### config.mk
export PLATFORM = sky130hd
export DESIGN_NAME = branch_predictor_table
export DESIGN_NICKNAME = d
export VERILOG_FILES = /design/src/rtl/branch_predictor_table.sv
export SDC_FILE = /design/constraint.sdc
export NUM_CORES = 1
export LEC_CHECK = 0
export ABC_CLOCK_PERIOD_IN_PS = 2500
export CELL_PAD_IN_SITES_DETAIL_PLACEMENT = 1
export CELL_PAD_IN_SITES_GLOBAL_PLACEMENT = 1
export CORE_MARGIN = 1.5
export CORE_UTILIZATION = 36
export DETAILED_ROUTE_END_ITERATION = 10
export PLACE_DENSITY = 0.88
export SYNTH_ARGS = -nofsm -noshare
export SYNTH_HDL_FRONTEND = slang
export SYNTH_SLANG_ARGS = --single-unit
### constraint.sdc
create_clock -name clk_i -period 2.5 [get_ports clk_i]
set_input_delay 0.375 -clock clk_i [delete_from_list [all_inputs] [get_ports clk_i]]
set_output_delay 0.375 -clock clk_i [all_outputs]
set_load 0.02 [all_outputs]
### src/rtl/branch_predictor_table.sv
// PC-indexed table of saturating direction counters with an init-sweep FSM and branch statistics.
// Optional gshare history indexing is enabled by defining BPT_GSHARE_EN.
module branch_predictor_table #(
  parameter int ENTRIES  = 16,
  parameter int CTR_BITS = 2,
  parameter int INIT_CTR = 1,
  parameter int PC_WIDTH = 32,
  localparam int IDX_W   = $clog2(ENTRIES)
) (
  input  logic                clk_i,
  input  logic                rst_i,
  input  logic [PC_WIDTH-1:0] lookup_pc_i,
  output logic                predict_o,
  output logic [IDX_W-1:0]    lookup_idx_o,
  input  logic                update_i,
  input  logic [IDX_W-1:0]    update_idx_i,
  input  logic                result_i,
  input  logic                predicted_i,
  input  logic                clear_i,
  output logic                ready_o,
  output logic [31:0]         branch_cnt_o,
  output logic [31:0]         mispred_cnt_o
);

  localparam logic [CTR_BITS-1:0] INIT_V  = CTR_BITS'(INIT_CTR);
  localparam logic [CTR_BITS-1:0] CTR_MAX = {CTR_BITS{1'b1}};

  typedef enum logic {ST_INIT, ST_RUN} state_t;

  state_t             state, state_nxt;
  logic [IDX_W-1:0]   sweep_idx, sweep_nxt;
  logic [CTR_BITS-1:0] tbl [ENTRIES];
  logic [IDX_W-1:0]   pc_idx;

  // Only the word-index bits of the PC take part in the lookup.
  logic unused_pc_bits;
  assign unused_pc_bits = ^{lookup_pc_i[PC_WIDTH-1:IDX_W+2], lookup_pc_i[1:0]};
  assign pc_idx = lookup_pc_i[IDX_W+1:2];

`ifdef BPT_GSHARE_EN
  logic [IDX_W-1:0] ghr;
  logic [IDX_W:0]   ghr_shift;
  assign ghr_shift    = {ghr, result_i};
  assign lookup_idx_o = pc_idx ^ ghr;

  // History is non-speculative; clear wins over a same-cycle resolution.
  always_ff @(posedge clk_i or negedge rst_i) begin
    if (!rst_i)        ghr <= '0;
    else if (clear_i)  ghr <= '0;
    else if (update_i) ghr <= ghr_shift[IDX_W-1:0];
  end
`else
  assign lookup_idx_o = pc_idx;
`endif

  assign ready_o   = (state == ST_RUN);
  assign predict_o = ready_o ? tbl[lookup_idx_o][CTR_BITS-1] : INIT_V[CTR_BITS-1];

  always_ff @(posedge clk_i or negedge rst_i) begin
    if (!rst_i) begin
      state     <= ST_INIT;
      sweep_idx <= '0;
    end else begin
      state     <= state_nxt;
      sweep_idx <= sweep_nxt;
    end
  end

  always_comb begin
    state_nxt = state;
    sweep_nxt = sweep_idx;
    if (clear_i) begin
      state_nxt = ST_INIT;
      sweep_nxt = '0;
    end else begin
      case (state)
        ST_INIT: begin
          if (sweep_idx == IDX_W'(ENTRIES - 1)) begin
            state_nxt = ST_RUN;
            sweep_nxt = '0;
          end else begin
            sweep_nxt = sweep_idx + 1'b1;
          end
        end
        default: ;
      endcase
    end
  end

  // Storage has no reset; contents become valid only through the sweep.
  always_ff @(posedge clk_i) begin
    if (!clear_i) begin
      if (state == ST_INIT) begin
        tbl[sweep_idx] <= INIT_V;
      end else if (update_i) begin
        if (result_i && tbl[update_idx_i] != CTR_MAX)
          tbl[update_idx_i] <= tbl[update_idx_i] + 1'b1;
        else if (!result_i && tbl[update_idx_i] != '0)
          tbl[update_idx_i] <= tbl[update_idx_i] - 1'b1;
      end
    end
  end

  // Statistics count every resolution, including ones dropped during init.
  always_ff @(posedge clk_i or negedge rst_i) begin
    if (!rst_i) begin
      branch_cnt_o  <= '0;
      mispred_cnt_o <= '0;
    end else if (update_i) begin
      branch_cnt_o <= branch_cnt_o + 32'd1;
      if (predicted_i != result_i) mispred_cnt_o <= mispred_cnt_o + 32'd1;
    end
  end

endmodule

==> results.cfg, run 1 <==
[run_status]
status = finished, final reports clean

[logic_synthesis]
synthesis.area_mm2 = 0.00487
synth-compound-area-share_pct = 3.67
ys_ff_latch = 101
synthMuxAreaShare_pct = 7.45
syn_avg_cell_area_um2 = 12.1
synth_cell_types = 48
synth-seq-area-share_pct = 55.2
yosysTopAreaCellShare_pct = 35.5
synthAdderAreaFrac_pct = 0.771
yosys.area.top_type = dfrtp_1
syn_inst = 401
async_reset_ff_share_pct = 68.3
synth_most_common_cell = dfrtp_1
synth-simple-area-share_pct = 18.8
synth-xor-area-share_pct = 11.7
synth_edf_count = 32
synth_top_family_by_area = simple AND/OR/NAND/NOR gates
yosys_warnings = 0
yosys_most_used_dff = dfrtp_1
synthTopCellsByArea = dfrtp_1 35%, edfxtp_1 20%, xnor2_1 8.5%, mux4_2 5.1%, nand3_1 3.3%
synth_nets = 446
netlist_top_cells_count = 69 x dfrtp_1, 47 x xnor2_1, 35 x nand2_1, 32 x edfxtp_1, 32 x nand3_1

[cts]
h-tree-depth = 3
cts_tree = done
numCtsBuffers = 9
cts.sinks = 101
cts_max_path_buffers = 2
clk_latency_ns = 0.35
path_clk_slew_ns = 0.07
cts_root_buf = clkbuf_16
postCtsHoldBufs = 0

[timing]
worst_pin_slew_ns = 0.894
final.setup_skew_ns = 0.00969
finalSetupTns_ns = 0
finalCritPeriodShare_pct = 98.6
fmax_mhz = 406
setup_viol = 0
hold_violations = 0
max-slew-margin-rel_pct = 40.4
grt_setup_unrepaired = no
final-max-slew-violation-count = 0
fin_crit_ns = 2.46

[layout]
antennaDiodeCount = 0
fin_area_mm2 = 0.00649
nFillCells = 1398
nets = 563
area_growth_pct = 33.3
final_layout_size_suffix_gt1_share_pct = 18.9

[die]
start_util_pct = 36.8
core_mm2 = 0.0132
row_count = 42
num_io_pins = 112
die_h_um = 119
dieArea_mm2 = 0.0142
dieWidth_um = 119

[setup_path]
path_cells = mux4_2, mux4_2, and2_4, buf_4
arrival_ns = 2.09
cp_max_fo = 2
end_kind = primary output
max_stage_delay_ns = 0.51
ff2ff_setup_slack_ns = 0.32
worstSetupPathType = flip-flop to primary output
crit_path_start_kind = flip-flop
cp.required_ns = 2.12
cp_common_cell = mux4_2
slowest_stage = mux4_2

[detailed_routing]
num_vias = 3592
wl_um = 12700
ant_nets = 0
drc_errors = 0
first_pass_iters = 4
drt_iter0_drc = 157
wl_per_cell_um = 18.1
via_per_inst = 5.14

[global_route]
grt_overflow = 0
first_global_vias = 3884
grt_max_degree = 70
grt_usage_pct = 18.3
grt_pass1_wl_um = 20400
antenna_found_initial = 0

[placed_design]
port_buffers = 83
dp_hpwl_um = 9240
gp_congestion = 0.825
placed_cell_area_mm2 = 0.00612

[power_and_ir_drop]
powerDensity_mw_per_mm2 = 640
p_leak_nw = 2.68
ir_worst_vdd_v = 0.000453

[hold_path]
min_path_type = input pin to asynchronous set/reset pin

[job]
drv_cap = 0
==> critical path: cells and delay by family, from the launching register on <==
kind                   cells  cell delay [ns]
flip-flops                 1             0.44
multiplexers               2             0.98
buffers and inverters      1             0.15
AND/OR/NAND/NOR            1             0.18
==> state kept, by name, indices dropped and copies added, names as in the netlist <==
register,cells
tbl,32
branch_cnt_o,32
sweep_idx,4
mispred_cnt_o,32
ready_o,1
==> per-layer routing <==
metal	vias to the layer above	track usage [%]	share of wire (%)
li1	1665	-	-
met1	1826	22.3	43
met2	78	32.1	51
met3	23	2.92	3.3
met4	0	7.74	2.4
met5	-	0	0
==> layout by cell type (no fill, tap or decap), types with 4 or more instances in the layout <==
cell,instances
a21oi_1,4
nor2_1,27
nand2_1,35
nand2b_1,4
xnor2_1,47
nand4_1,15
edfxtp_1,32
clkbuf_16,9
mux2i_1,7
dfrtp_1,69
clkdlybuf4s50_1,78
nor3_1,4
and4_1,4
nor2b_1,4
or2_2,5
inv_1,5
o22ai_2,9
and3_1,14
nand3_1,32
mux4_2,11
xor2_1,18
buf_4,36
==> worst paths after layout <==
check	start	depth (start not counted)	endpoint
max	tbl[2][1]	4	predict_o
min	rst_i	2	mispred_cnt_o[31]
max reg2reg	tbl[2][1]	6	tbl[11][1]
min reg2reg	mispred_cnt_o[31]	1	mispred_cnt_o[31]
max in group asynchronous	rst_i	2	sweep_idx[0]
min in group clk_i	mispred_cnt_o[31]	1	mispred_cnt_o[31]
==> repair_timing <==
action                     4_1_cts  5_1_grt
setup buffers                    2        0
gates resized for setup         23        0
setup endpoints to repair       41        0
==> stage by stage <==
stage	hold slack, ns	util (%)	worst slack, ns	total power (W)	cells
global route	0.283	49.0	0.00619	0.00432	699
finish	0.204	49.0	0.0358	0.00415	699
global placement	0.462	46.2	-0.582	0.00272	681
floorplan	0.0794	-	0.165	0.00237	401
detailed placement	0.466	46.2	-0.593	0.00277	681
CTS	0.263	49.0	0.0227	0.00420	699
==> cell type report <==
cell class	count	area [um^2]	share of cell area (%)
flip-flops and latches	101	2690	41.4
multi-input cells	279	2130	32.8
repair buffers	122	1140	17.6
clock buffers	11	234	3.60
well taps	176	220	3.39
clock inverters	5	58.8	0.906
inverters	5	18.8	0.289
==> report_power, final <==
part	total (W)	internal (W)	leakage [nW]	switching, W
Combinational	0.000768	0.000372	1.29	0.000395
Clock	0.00140	0.000787	0.148	0.000612
Sequential	0.00199	0.00181	1.24	0.000179
Total	0.00415	0.00297	2.68	0.00119
==> cells by family (layout without fill, tap and decap cells) <==
| group | after synthesis | after routing |
|---|---|---|
| DFF | 101 | 101 |
| buffers and inverters | 21 | 143 |
| muxes | 21 | 21 |
| AOI/OAI and AO/OA | 27 | 27 |
| xor gates and xnor gates | 65 | 65 |
| and+or+nand+nor | 163 | 163 |
| adders and majority gates | 3 | 3 |
Power figures use the tool's default switching activity.
==> run 2: changes to the inputs <==
--- a/config.mk
+++ b/config.mk
@@ -11,6 +11,7 @@
 export CORE_MARGIN = 1.5
 export CORE_UTILIZATION = 36
 export DETAILED_ROUTE_END_ITERATION = 10
+export GPL_ROUTABILITY_DRIVEN = 0
 export PLACE_DENSITY = 0.88
 export SYNTH_ARGS = -nofsm -noshare
 export SYNTH_HDL_FRONTEND = slang
==> results of run 2 <==
Final layout, timing and power as in run 1 (identical DEF).
==> run 3: changes to the inputs <==
==> config.mk (replaced) <==
export PLATFORM = sky130hd
export DESIGN_NAME = branch_predictor_table
export DESIGN_NICKNAME = d
export VERILOG_FILES = /design/src/rtl/branch_predictor_table.sv
export SDC_FILE = /design/constraint.sdc
export NUM_CORES = 1
export LEC_CHECK = 0
export ABC_CLOCK_PERIOD_IN_PS = 2500
export CAP_MARGIN = 20
export CELL_PAD_IN_SITES_DETAIL_PLACEMENT = 0
export CELL_PAD_IN_SITES_GLOBAL_PLACEMENT = 2
export CORE_MARGIN = 1.5
export CORE_UTILIZATION = 30
export DETAILED_ROUTE_END_ITERATION = 10
export GPL_ROUTABILITY_DRIVEN = 0
export PLACE_DENSITY = 0.89
export SYNTH_ARGS = -nofsm -noshare
export SYNTH_HDL_FRONTEND = slang
export SYNTH_SLANG_ARGS = --single-unit
==> run 3 against run 2 <==
Against the previous run:
- wire length decreased by 12%
- design area increased by 1.1%
- non-clock buffer count decreased by 1
- core utilization decreased by 7.7 points
- sequential power about the same
- via count decreased by 2.0%
- sequential share of layout area decreased by 0.46 points
- worst setup slack got worse by 0.027 ns
- clock power about the same
- critical path type is now input pin to flip-flop
- critical endpoint is now tbl[4][1]
- largest cell class unchanged
==> results.cfg, run 3 (same netlist as run 1, synthesis figures left out) <==
[detailed_routing]
first_pass_iters = 4
num_vias = 3519
wl_um = 11200
via_per_inst = 4.77
wl_per_cell_um = 15.2
drt_iter0_drc = 160
ant_nets = 0
drc_errors = 0

[setup_path]
end_kind = flip-flop
worstSetupPathType = input pin to flip-flop
cp.required_ns = 2.51
arrival_ns = 2.50
cp_max_fo = 16
crit_path_start_kind = input pin

[placed_design]
dp_hpwl_um = 8070
placed_cell_area_mm2 = 0.00617
port_buffers = 83
dp_cells = 720
dp_worst_setup_slack_ns = -0.587

[layout]
final_common_cell = clkdlybuf4s50_1
final_cell_mix = 79 x clkdlybuf4s50_1, 69 x dfrtp_1, 47 x xnor2_1, 35 x nand2_1, 34 x buf_4
seqCellArea_mm2 = 0.00269
post-route-util_pct = 41.3
area_growth_pct = 34.8
reg.largest.list = branch_cnt_o x32, mispred_cnt_o x32, tbl x32
nFillCells = 1547
final_layout_size_suffix_gt1_share_pct = 19.3
fin_area_mm2 = 0.00656
stdcell_count = 738
multiInputGateArea_mm2 = 0.00214
antennaDiodeCount = 0
nets = 562

[global_route]
grt_max_degree = 70
antenna_found_initial = 0
grt_usage_pct = 13.6
first_global_vias = 3553
grt_overflow = 0
grt_pass1_wl_um = 17900

[timing]
grt_setup_unrepaired = yes
timing.hold.ws_ns = 0.0508
worst_pin_slew_ns = 0.395
hold_violations = 0
max-slew-margin-rel_pct = 73.6
setup_viol = 0
setup_slack_ns = 0.00853
fmax_mhz = 401
final-max-slew-violation-count = 0
finalCritPeriodShare_pct = 99.7
final.setup_skew_ns = 0.00768
fin_crit_ns = 2.49

[die]
die_h_um = 130
num_io_pins = 112
start_util_pct = 30.7
core_mm2 = 0.0159
dieArea_mm2 = 0.0170
dieWidth_um = 130
row_count = 46

[cts]
path_clk_slew_ns = 0.07
postCtsHoldBufs = 0
numCtsBuffers = 9
cts_tree = done
cts_root_buf = clkbuf_16
cts.sinks = 101
clk_latency_ns = 0.34
h-tree-depth = 3
cts_max_path_buffers = 2

[job]
drv_cap = 0

[power_and_ir_drop]
p_leak_nw = 2.68
ir_worst_vdd_v = 0.000306
powerDensity_mw_per_mm2 = 627

[hold_path]
min_path_type = input pin to asynchronous set/reset pin

[run_status]
status = finished, final reports clean
==> run 3: changes by cell type in the layout (fill, tap and decap cells not counted), sizes merged <==
cell / previous run / this run
clkinv: 1 / 3
inv: 8 / 6
clkinvlp: 0 / 2
dlymetal6s2s: 0 / 1
buf: 41 / 40
clkdlybuf4s50: 78 / 79
dlygate4sd2: 3 / 1
clkbuf: 11 / 9
==> run 3: path summary, 6_finish.rpt <==
path | start | end | slack [ns] | depth (start not counted)
worst min-delay path | rst_i | mispred_cnt_o[6] | 0.05 | 2
min in group clk_i | mispred_cnt_o[31] | mispred_cnt_o[31] | 0.47 | 1
worst min register to register | mispred_cnt_o[31] | mispred_cnt_o[31] | 0.47 | 1
max in group asynchronous | rst_i | branch_cnt_o[3] | 2.16 | 2
worst max register to register | tbl[11][0] | tbl[4][1] | 0.36 | 7
worst max-delay path | update_idx_i[0] | tbl[4][1] | 0.009 | 9
==> run 3: what timing repair did <==
item / CTS / global route
pin swaps: 1 / 2
gates resized for setup: 17 / 10
setup endpoints to repair: 33 / 25
gates cloned: 0 / 0
buffers inserted: 3 / 0
==> run 3: cell type report <==
cell class,count,share of cell area (%)
repair buffers,121,17.5
multi-input cells,279,32.6
well taps,216,4.12
clock buffers,9,3.43
flip-flops and latches,101,40.9
clock inverters,7,1.14
inverters,5,0.286
==> run 3: critical path: stages <==
cell,delay [ns]
clkdlybuf4s50_1,0.47
buf_6,0.16
mux4_2,0.51
mux2i_1,0.15
buf_4,0.15
o22a_1,0.17
mux2i_4,0.09
buf_12,0.17
o22ai_1,0.25
==> run 3: where the power goes <==
part	leakage, nW	total, W	switching, W	internal [W]
clock	0.140	0.00140	0.000621	0.000780
combinational	1.30	0.000748	0.000376	0.000372
sequential	1.24	0.00197	0.000163	0.00181
total	2.68	0.00412	0.00116	0.00296
==> run 3: layer usage <==
layer / vias up / global-route usage (%) / part of all wire [%]
met1: 1743 / 17.4 / 45
met4: 0 / 5.37 / 1.5
met2: 94 / 22.4 / 49
met3: 16 / 3.38 / 4.8
li1: 1666 / - / -
met5: - / 0 / 0
==> run 3: stage by stage <==
step                total power [W]  setup TNS (ns)
finish                      0.00412               0
global route                0.00431          -0.364
CTS                         0.00417         -0.0114
detailed placement          0.00275          -19.39
global placement            0.00272          -16.95
floorplan                   0.00237               0
==> RTL edit: new RTL, flow settings as in run 1 <==
Register the output `predict_o`, cleared by the reset; this adds one clock of latency there. The other outputs are not delayed to match.
--- a/src/rtl/branch_predictor_table.sv
+++ b/src/rtl/branch_predictor_table.sv
@@ -54,7 +54,13 @@
 `endif
 
   assign ready_o   = (state == ST_RUN);
-  assign predict_o = ready_o ? tbl[lookup_idx_o][CTR_BITS-1] : INIT_V[CTR_BITS-1];
+  always_ff @(posedge clk_i or negedge rst_i) begin
+    if (!rst_i) begin
+      predict_o <= '0;
+    end else begin
+      predict_o <= ready_o ? tbl[lookup_idx_o][CTR_BITS-1] : INIT_V[CTR_BITS-1];
+    end
+  end
 
   always_ff @(posedge clk_i or negedge rst_i) begin
     if (!rst_i) begin
Function: no difference found for any inputs over 10 cycles, from zero or initial values and one cycle with rst_i low; that may be too few to reach the edited logic, so the function may still have changed.
==> RTL edit against run 1 <==
Combinational power down 0.7%. Cell area is 1.1% higher. Wire length is 2.8% higher. Global-route usage increased by 0.58 points. Total power rose by 1.6%. Count of clock-buffer cells in the layout is 1 lower. Sequential cell count grew 1. Setup slack better by 0.010 ns. Register-to-register slack worse by 0.25 ns. Clock skew decreased by 0.0032 ns. Area after synthesis about the same. Final cell count shrank 2.0%. Critical path type is now input port to register.
==> RTL edit: results (changes against run 1) <==
Clock network
The H-tree level count is 3 (unchanged). The deepest clock path buffer count was 2 (unchanged). The number of CTS-inserted buffers is 9 (unchanged). The cell at the root of the clock tree is clkbuf_16.

The post-CTS clock slew at the launch and capture registers of the worst setup and hold paths was 0.07 ns (about the same). The insertion delay of the later-clocked pin in the worst-skew pair came to 0.35 ns (about the same).

Global routing
The initial antenna violation count is 0 (unchanged). The largest net degree at the start of global routing came to 71 (+1.4%). The first-pass GRT wire length came to 20.9 mm (+2.6%).

The number of global-route vias before repair is 3937 (+1.4%). The combined global-route utilization of all metal layers came to 18.9% (+0.58 points).

Detailed routing
The DRC marker count from the first detailed-route iteration is 134 (-15%). The detail-routed net length per standard cell is 19.0 µm (+4.9%). The post-detailed-route via-to-cell ratio is 5.30 (+3.1%). The number of iterations in the first detailed-routing pass is 4 (unchanged).

Power
The switching share of total power is 27.3% (-1.3 points). The static leakage was 2.63 nW (-1.9%). The peak supply drop is 0.000385 V (-15%).

Final layout
The share of post-route cells with drive strength above 1 is 18.7% (-0.27 points). The largest registers in the layout are branch_cnt_o (32), mispred_cnt_o (32), tbl (32). The number of nets at the end of the flow is 549 (-2.5%). The count of inserted antenna diode cells is 0 (unchanged).

Placed design
The detailed placement HPWL is 9.21 mm (-0.32%). The weighted congestion at the end of routability-driven global placement is 0.876 (+6.1%). The worst setup slack before clock tree synthesis is -0.634 ns (-0.0413 ns). The count of buffers inserted at the top-level ports is 83 (unchanged).

Worst setup path
The minimum setup slack among reg-to-reg paths was 0.07 ns (-0.25 ns). The arrival time at the worst endpoint is 2.49 ns (+0.40 ns). The critical-path maximum fanout is 6 (+4).

Synth
By count the netlist is led by 70 x dfrtp_1, 46 x xnor2_1, 32 x edfxtp_1, 32 x nand2_1, 26 x nand3_1. The yosys synthesis warning count is 0 (unchanged). The count of flip-flops with a built-in enable after synthesis is 32 (unchanged). In the post-synthesis netlist, the biggest area contributors are dfrtp_1 36%, edfxtp_1 20%, xnor2_1 8.3%.

The share of synthesized area occupied by flip-flops and latches was 55.7% (+0.49 points). The post-synth net total is 432 (-3.1%). The count of cell types in the netlist is 48 (unchanged). The async set or reset register ratio after synthesis is 68.6% (+0.31 points).

Timing
The final setup skew is 0.00650 ns (-0.00319 ns). The least setup slack across all paths after layout came to 0.0460 ns (+0.0102 ns). The pin slew with the least headroom to its limit is 0.910 ns (+0.0156 ns).

Hold path
The min-delay analysis places its worst path in the category input port to async pin.

Run status
The run finished with clean final reports.
## RTL edit: cell types whose count changed in the layout (fill, tap and decap cells not counted), moves of 4 or more
cell     change
buf_4        -6
nor3_1       +8
nand3_1      -6
and4_1       +4
mux2i_1      -5
nor2_1       -7
and3_1       -4
o32ai_2      +4
nor4_1       +5
## RTL edit: timing repair
action	4_1_cts	5_1_grt
cloned	1	1
hold buffers	0	0
pin swaps	3	2
setup buffers	3	0
resized for setup	16	4
endpoints found under the setup margin	48	26
endpoints found under the hold margin	0	0
## RTL edit: cells by family after synthesis
family / synth area share, %
simple gates: 17.4
flops: 55.7
xor+xnor: 11.7
compound gates: 3.57
mux: 8.94
buf+inv: 1.95
fa+ha+maj: 0.770
## RTL edit: metal layers
metal	wire length, µm	part of all wire [%]	up-vias	track usage [%]
li1	-	-	1652	-
met1	5360	41	1863	22.5
met2	6710	52	93	33.1
met3	703	5.4	21	5.46
met4	252	1.9	0	5.65
met5	0	0	-	0
## RTL edit: area by class of cell
class | instances | area, µm²
clock buffer | 10 | 229
clock inverter | 6 | 86.3
tap | 176 | 220
multi-input combinational | 269 | 2160
sequential | 102 | 2710
fill | 1413 | 6680
inverter | 4 | 15.0
timing repair buffer | 118 | 1140
## RTL edit: power groups by stage
| stage | registers, mW | clock network (mW) | logic (mW) |
|---|---|---|---|
| final | 1.97 | 1.49 | 0.763 |
| after global routing | 1.99 | 1.59 | 0.817 |
| after CTS | 1.97 | 1.52 | 0.768 |
| after detailed placement | 2.00 | 0 | 0.744 |
| after global placement | 1.99 | 0 | 0.717 |
| after floorplan | 2.09 | 0 | 0.261 |
## RTL edit: final timing paths
kind,endpoint,startpoint,cells after the start
worst min register to register,branch_cnt_o[31]$_DFFE_PN0P_,branch_cnt_o[31]$_DFFE_PN0P_,1
worst max-delay path,tbl[5][0]$_DFFE_PP_,update_idx_i[0],8
min in group clk_i,branch_cnt_o[31]$_DFFE_PN0P_,branch_cnt_o[31]$_DFFE_PN0P_,1
max in group asynchronous,branch_cnt_o[8]$_DFFE_PN0P_,rst_i,2
worst min-delay path,mispred_cnt_o[12]$_DFFE_PN0P_,rst_i,2
worst max register to register,tbl[5][0]$_DFFE_PP_,tbl[13][1]$_DFFE_PP_,5
## RTL edit: critical path: stages
cell and delay, ns:
buf_2 0.13, bufbuf_16 0.27, mux4_2 0.37, mux2i_4 0.08, buf_4 0.15, and4_1 0.19
or4_4 0.59, a221oi_4 0.33
## RTL edit: through the flow
step                      cell area (µm²)  hold WS, ns  cells
after floorplan                      4880       0.0794    387
after global placement               6090        0.458    664
after detailed placement             6090        0.482    664
after CTS                            6540        0.277    684
after global routing                 6560        0.326    685
final                                6560        0.244    685
